$ cat src/rtl/tdc_fine_encoder_pipe.sv
// tdc_fine_encoder_pipe
// Three-stage fine-phase encoder for the TDC: turns a CODE_W-bit thermometer
// code from the delay-line sampling register into an OUT_W-bit phase. It
// supports top-edge or ones-count encoding, a programmable bubble tolerance,
// and registered bubble/error flags.
//
// Optional feature macro: TDC_ENC_BUBBLE_CNT_EN
//   defined   -> saturating bubble/error event counters are built
//   undefined -> bubble_cnt/err_cnt tied to 0, cnt_clr ignored
module tdc_fine_encoder_pipe #(
  parameter  int OUT_W  = 6,
  parameter  int GRP_W  = 8,
  parameter  int CNT_W  = 16,
  localparam int CODE_W = (1 << OUT_W) - 1
) (
  input  logic              clk,
  input  logic              rstn,
  input  logic              din_valid,
  input  logic [CODE_W-1:0] din,
  input  logic              mode,
  input  logic [1:0]        level,
  input  logic              cnt_clr,
  output logic              dout_valid,
  output logic [OUT_W-1:0]  dout,
  output logic              bubble_err,
  output logic              code_err,
  output logic [CNT_W-1:0]  bubble_cnt,
  output logic [CNT_W-1:0]  err_cnt
);

  // The code is padded with one constant-zero bit on top so that it splits
  // evenly into GRP_W-bit groups.
  localparam int PAD_W  = CODE_W + 1;
  localparam int NGRP   = PAD_W / GRP_W;
  localparam int GIDX_W = (NGRP > 1) ? $clog2(NGRP) : 1;
  localparam int OFF_W  = (GRP_W > 1) ? $clog2(GRP_W) : 1;
  localparam int GCNT_W = $clog2(GRP_W + 1);

  // Number of set bits in one group.
  function automatic logic [GCNT_W-1:0] grp_pop(input logic [GRP_W-1:0] g);
    logic [GCNT_W-1:0] s;
    s = '0;
    for (int i = 0; i < GRP_W; i++) s = s + GCNT_W'(g[i]);
    return s;
  endfunction

  // Index of the highest set bit in one group. The result is 0 when the
  // group is empty, but the caller only uses it for non-empty groups.
  function automatic logic [OFF_W-1:0] grp_top(input logic [GRP_W-1:0] g);
    logic [OFF_W-1:0] r;
    r = '0;
    for (int i = 0; i < GRP_W; i++) if (g[i]) r = OFF_W'(i);
    return r;
  endfunction

  // ---------------- S1: input register ----------------
  logic              v1;
  logic [CODE_W-1:0] d1;
  logic              mode1;
  logic [1:0]        level1;

  // Capture the sampled code and its controls. Data is loaded only on valid
  // cycles so that an idle delay line does not toggle the datapath.
  // NOTE: sequential state is assigned with <= so that every flop samples its
  // pre-edge inputs; blocking = here would make stage order matter.
  always_ff @(posedge clk) begin
    if (!rstn) begin
      v1     <= 1'b0;
      d1     <= '0;
      mode1  <= 1'b0;
      level1 <= '0;
    end else begin
      v1 <= din_valid;
      if (din_valid) begin
        d1     <= din;
        mode1  <= mode;
        level1 <= level;
      end
    end
  end

  // ---------------- S2: per-group OR / popcount ----------------
  logic [PAD_W-1:0]  dpad;
  logic              any_c;
  logic [GIDX_W-1:0] top_grp_c;
  logic [OFF_W-1:0]  top_off_c;
  logic [GCNT_W-1:0] cnt_c [NGRP];

  assign dpad = {1'b0, d1};

  // Find the highest non-empty group, the top bit inside it, and the
  // ones count of every group.
  // NOTE: every always_comb output gets a default before the loop; a path
  // that leaves one unassigned would infer a latch.
  always_comb begin
    any_c     = 1'b0;
    top_grp_c = '0;
    top_off_c = '0;
    for (int g = 0; g < NGRP; g++) begin
      cnt_c[g] = grp_pop(dpad[g*GRP_W +: GRP_W]);
      if (|dpad[g*GRP_W +: GRP_W]) begin
        any_c     = 1'b1;
        top_grp_c = GIDX_W'(g);
        top_off_c = grp_top(dpad[g*GRP_W +: GRP_W]);
      end
    end
  end

  logic              v2;
  logic              any2;
  logic [GIDX_W-1:0] top_grp2;
  logic [OFF_W-1:0]  top_off2;
  logic [GCNT_W-1:0] cnt2 [NGRP];
  logic              mode2;
  logic [1:0]        level2;

  // Register the partial results between the group stage and the final sum.
  // NOTE: the partial-sum array is a bank of pipeline flops and is cleared
  // element by element, so it must not be written like a RAM without reset.
  always_ff @(posedge clk) begin
    if (!rstn) begin
      v2       <= 1'b0;
      any2     <= 1'b0;
      top_grp2 <= '0;
      top_off2 <= '0;
      mode2    <= 1'b0;
      level2   <= '0;
      for (int g = 0; g < NGRP; g++) cnt2[g] <= '0;
    end else begin
      v2 <= v1;
      if (v1) begin
        any2     <= any_c;
        top_grp2 <= top_grp_c;
        top_off2 <= top_off_c;
        mode2    <= mode1;
        level2   <= level1;
        for (int g = 0; g < NGRP; g++) cnt2[g] <= cnt_c[g];
      end
    end
  end

  // ---------------- S3: k_top, k_pop, depth, flags ----------------
  logic [OUT_W-1:0] k_top_c;
  logic [OUT_W-1:0] k_pop_c;
  logic [OUT_W-1:0] depth_c;
  logic [OUT_W-1:0] raw_c;
  logic [OUT_W-1:0] dout_c;
  logic             bubble_c;
  logic             err_c;

  // Combine the group results into the final phase and the bubble flags.
  // The constant-zero pad bit means k_top and k_pop never exceed CODE_W.
  always_comb begin
    k_top_c = any2 ? OUT_W'(int'(top_grp2) * GRP_W + int'(top_off2) + 1) : '0;
    k_pop_c = '0;
    for (int g = 0; g < NGRP; g++) k_pop_c = k_pop_c + OUT_W'(cnt2[g]);
    depth_c = k_top_c - k_pop_c;
    raw_c   = mode2 ? k_pop_c : k_top_c;
    // A full-scale code wraps to 0, so the all-ones word only ever means error.
    if (raw_c == OUT_W'(CODE_W)) raw_c = '0;
    bubble_c = (depth_c != '0);
    err_c    = (depth_c > OUT_W'(level2));
    dout_c   = err_c ? '1 : raw_c;
  end

  // Output register. The outputs hold their last value between valid codes.
  always_ff @(posedge clk) begin
    if (!rstn) begin
      dout_valid <= 1'b0;
      dout       <= '0;
      bubble_err <= 1'b0;
      code_err   <= 1'b0;
    end else begin
      dout_valid <= v2;
      if (v2) begin
        dout       <= dout_c;
        bubble_err <= bubble_c;
        code_err   <= err_c;
      end
    end
  end

  // ---------------- optional event counters ----------------
`ifdef TDC_ENC_BUBBLE_CNT_EN
  // Saturating counters of flagged output words. A clear takes priority
  // over an increment in the same cycle.
  always_ff @(posedge clk) begin
    if (!rstn || cnt_clr) begin
      bubble_cnt <= '0;
      err_cnt    <= '0;
    end else begin
      if (dout_valid && bubble_err && (bubble_cnt != '1)) bubble_cnt <= bubble_cnt + 1'b1;
      if (dout_valid && code_err && (err_cnt != '1))      err_cnt    <= err_cnt + 1'b1;
    end
  end
`else
  logic unused_cnt_clr;
  assign unused_cnt_clr = cnt_clr;
  assign bubble_cnt     = '0;
  assign err_cnt        = '0;
`endif

endmodule

$ cat config.mk
export PLATFORM = sky130hd
export DESIGN_NAME = tdc_fine_encoder_pipe
export DESIGN_NICKNAME = d
export VERILOG_FILES = /design/src/rtl/tdc_fine_encoder_pipe.sv
export SDC_FILE = /design/constraint.sdc
export NUM_CORES = 1
export LEC_CHECK = 0
export CAP_MARGIN = 10
export CORE_MARGIN = 8
export CORE_UTILIZATION = 53
export CTS_CLUSTER_DIAMETER = 30
export DETAILED_ROUTE_END_ITERATION = 10
export PLACE_DENSITY_LB_ADDON = 0.12
export SLEW_MARGIN = 20
export SYNTH_ARGS = -nofsm -noshare
export SYNTH_HDL_FRONTEND = slang
export SYNTH_SLANG_ARGS = --single-unit
$ cat constraint.sdc
create_clock -name clk -period 6.3 [get_ports clk]
set_clock_uncertainty 0.05 [all_clocks]
set_input_delay 0.945 -clock clk [delete_from_list [all_inputs] [get_ports clk]]
set_output_delay 0.945 -clock clk [all_outputs]
set_load 0.02 [all_outputs]
==> results.txt <==
status: complete, no violations
gr usage total: 18.5%
worst IR drop on VDD: 223 uV
smallest hold slack: 0.452 ns
# rows: 44
worst r2r src: cnt2[1][2]$_SDFFCE_PN0P_
CORE AREA: 14300 um^2
post-CTS sizing: 0
Least-Margin Pin Slew: 1.09 ns
CP Class: reg2reg
drt pass-1 iters: 4
Post-route DRC: 0
FF-to-FF setup slack: 1.22 ns
first-pass GRT wire length: 27200 um
placed insts: 1045
Setup crit start kind: register
Congestion Overflow GR: 0
Placer Congestion: 0.879
met2 wire length: 8090 um
CTS tree: yes
Post-Synth XOR/XNOR Area: 1.83%
Avg WL per Cell: 15.2 um
Post-DP HPWL: 12600 um
final period utilization: 80.6%
Setup Fix Bufs, Post-CTS: 0
Skew-Pair Late Insertion Delay: 0.41 ns
Post-Synth Adder-Cell Area: 21.6%
Pleak: 4.15 nW
routed vias: 5495
worst setup path endpoint: dout[4]$_SDFFE_PN0P_
asr flop ratio synth: 0%
post-layout minimum cycle time: 5.08 ns
num ports: 111
largest family of logic cells by synthesized area: adder cells
Top Layer Used: met4
Core Util, Final: 63.4%
worst endpoint data arrival time: 5.31 ns
met3 WL post-DR: 692 um
Setup TNS: 0 ns
H-tree depth: 4
FILL cells: 1194
CTS Hold Bufs: 0
final hold violation count: 0
vias in the first global route: 5765
Final ANT Viol Nets: 0
ant diodes: 0
Synth area leader: dfxtp_1
Synth Area per Inst: 9.48 um^2
Initial Utilization: 53.4%
PwrDens: 331 nW/um^2
fraction of the mapped netlist area in compound gates: 8.17%
MaxCap Viol Count: 0
hold crit path type: reg2reg
Seq/Total Area, Yosys: 35.0%
synth unique cells: 55
Mapped Cells: 806
top cells by area, synth: dfxtp_1, fa_1, edfxtp_1
share of layout cells above drive strength 1: 4.93%
Synth Warn #: 0
Root Driver: clkbuf_16
CP Capture Type: register
crit path from: cnt2[1][2]$_SDFFCE_PN0P_
post-route total power: 3.00 mW
Max Slew Vio Count: 0
setup violators final: 0
post-synthesis cell area: 7640 um^2
Required @ worst endpoint: 6.53 ns
Num CTS Buffers: 17
Yosys top cell area share: 22.8%
clk buf depth: 2
post-synthesis mux area share: 9.22%
Max FO, Critical Path: 7
fin nets: 1049
die width: 136 um
Slew headroom: 27.5%
initial antenna violation count: 0
RSZ-0062 raised after global routing: no
initial drt markers: 279
wl on met1: 7230 um
Die Y: 136 um
Yosys reg bits: 118
Area Overhead vs Synth: 18.7%
main flop type after synthesis: dfxtp_1
most frequent cells in the layout: inv_1, nor2_1, dfxtp_1
fmax: 197 MHz
Post-synth EDFFs: 31
Worst-path clk slew: 0.06 ns
Sink Count: 118
simple-gate share of the synthesized area: 12.2%
routed vias/inst: 5.10
post-route insts no fill: 1077
R2R depth: 16
Die Area: 18500 um^2
Routed Wire Length: 16300 um
most common cell after layout, fill and taps aside: inv_1
IO buf count: 77
Reg-to-Reg End: dout[4]$_SDFFE_PN0P_
largest net degree at the start of global routing: 76
hold depth: 2
## per-stage QoR
step / setup WS (ns) / instance area (um^2)
2_1_floorplan: 1.67 / 7750
3_3_place_gp: 1.38 / 8440
3_5_place_dp: 1.22 / 8440
4_1_cts: 1.20 / 9070
5_1_grt: 0.908 / 9070
6_report: 1.22 / 9070
## layer usage
layer	up-vias	track usage, %
met5	-	0
met4	0	6.83
met3	20	4.25
met2	104	31.4
met1	2650	22.4
li1	2721	-
## synth_stat cells, types with 4 or more instances
cell type,instances
a211oi_1,4
a21oi_1,27
a31oi_1,6
and2_1,7
and3_1,14
buf_1,4
buf_4,32
clkbuf_1,17
dfxtp_1,87
edfxtp_1,31
fa_1,55
ha_1,44
inv_1,151
mux2i_1,69
nand2_1,20
nand2b_1,4
nand3_1,8
nor2_1,103
nor2b_1,6
nor3_1,10
nor3b_1,7
nor4_1,10
o21ai_0,24
o311ai_0,4
xnor2_1,7
xor2_1,9
## cell families after synthesis
group	Yosys count
buf+inv	208
fa+ha+maj	99
compound gates	97
mux	70
simple gates	197
other cells	1
flops	118
xor+xnor	16
## layout make-up
| cell class | count | area, um^2 | area share (%) |
|---|---|---|---|
| clock buffer | 19 | 464 | 5.12 |
| tap | 184 | 230 | 2.54 |
| clock inverter | 13 | 166 | 1.83 |
| multi-input combinational | 511 | 4170 | 46.0 |
| sequential | 118 | 2670 | 29.5 |
| timing repair buffer | 81 | 798 | 8.80 |
| inverter | 151 | 567 | 6.25 |
## report_power, final
group | internal, mW | switching, mW
clock network | 0.661 | 0.366
registers | 0.832 | 0.0436
logic | 0.489 | 0.614
## sequential cells by signal, summed over array words and instances, names as in the netlist
signal and count:
mode1 1, v2 1, any2 1, code_err 1
d1 63, top_off2 3, bubble_err 1, mode2 1
dout_valid 1, cnt2 31, dout 6, level2 2
level1 2, v1 1, top_grp2 3
## worst max-delay path, cell delays in order, from the launching register on
cell and delay (ns):
edfxtp_1 0.32, inv_1 0.05, fa_1 0.54, inv_1 0.06, fa_1 0.50, fa_1 0.52, fa_1 0.55, ha_1 0.16
inv_1 0.05, fa_1 0.37, xor2_1 0.25, ha_1 0.35, nor4_1 0.28, o211a_1 0.22, o221ai_1 0.14, mux2i_2 0.42
a21oi_1 0.13
## how the worst min path moves through the flow
stage,to,slack (ns),from
6_report,code_err$_SDFFE_PN0P_,0.45,code_err$_SDFFE_PN0P_
4_1_cts,mode1$_SDFFE_PN0P_,0.45,mode1$_SDFFE_PN0P_
3_3_place_gp,mode2$_SDFFE_PN0P_,0.43,mode1$_SDFFE_PN0P_
5_1_grt,top_grp2[1]$_SDFFE_PN0P_,0.49,top_grp2[1]$_SDFFE_PN0P_
3_5_place_dp,mode1$_SDFFE_PN0P_,0.44,mode1$_SDFFE_PN0P_
2_1_floorplan,level1[0]$_SDFFE_PN0P_,0.41,level1[0]$_SDFFE_PN0P_
No activity file was read; power rests on OpenSTA's default activity.
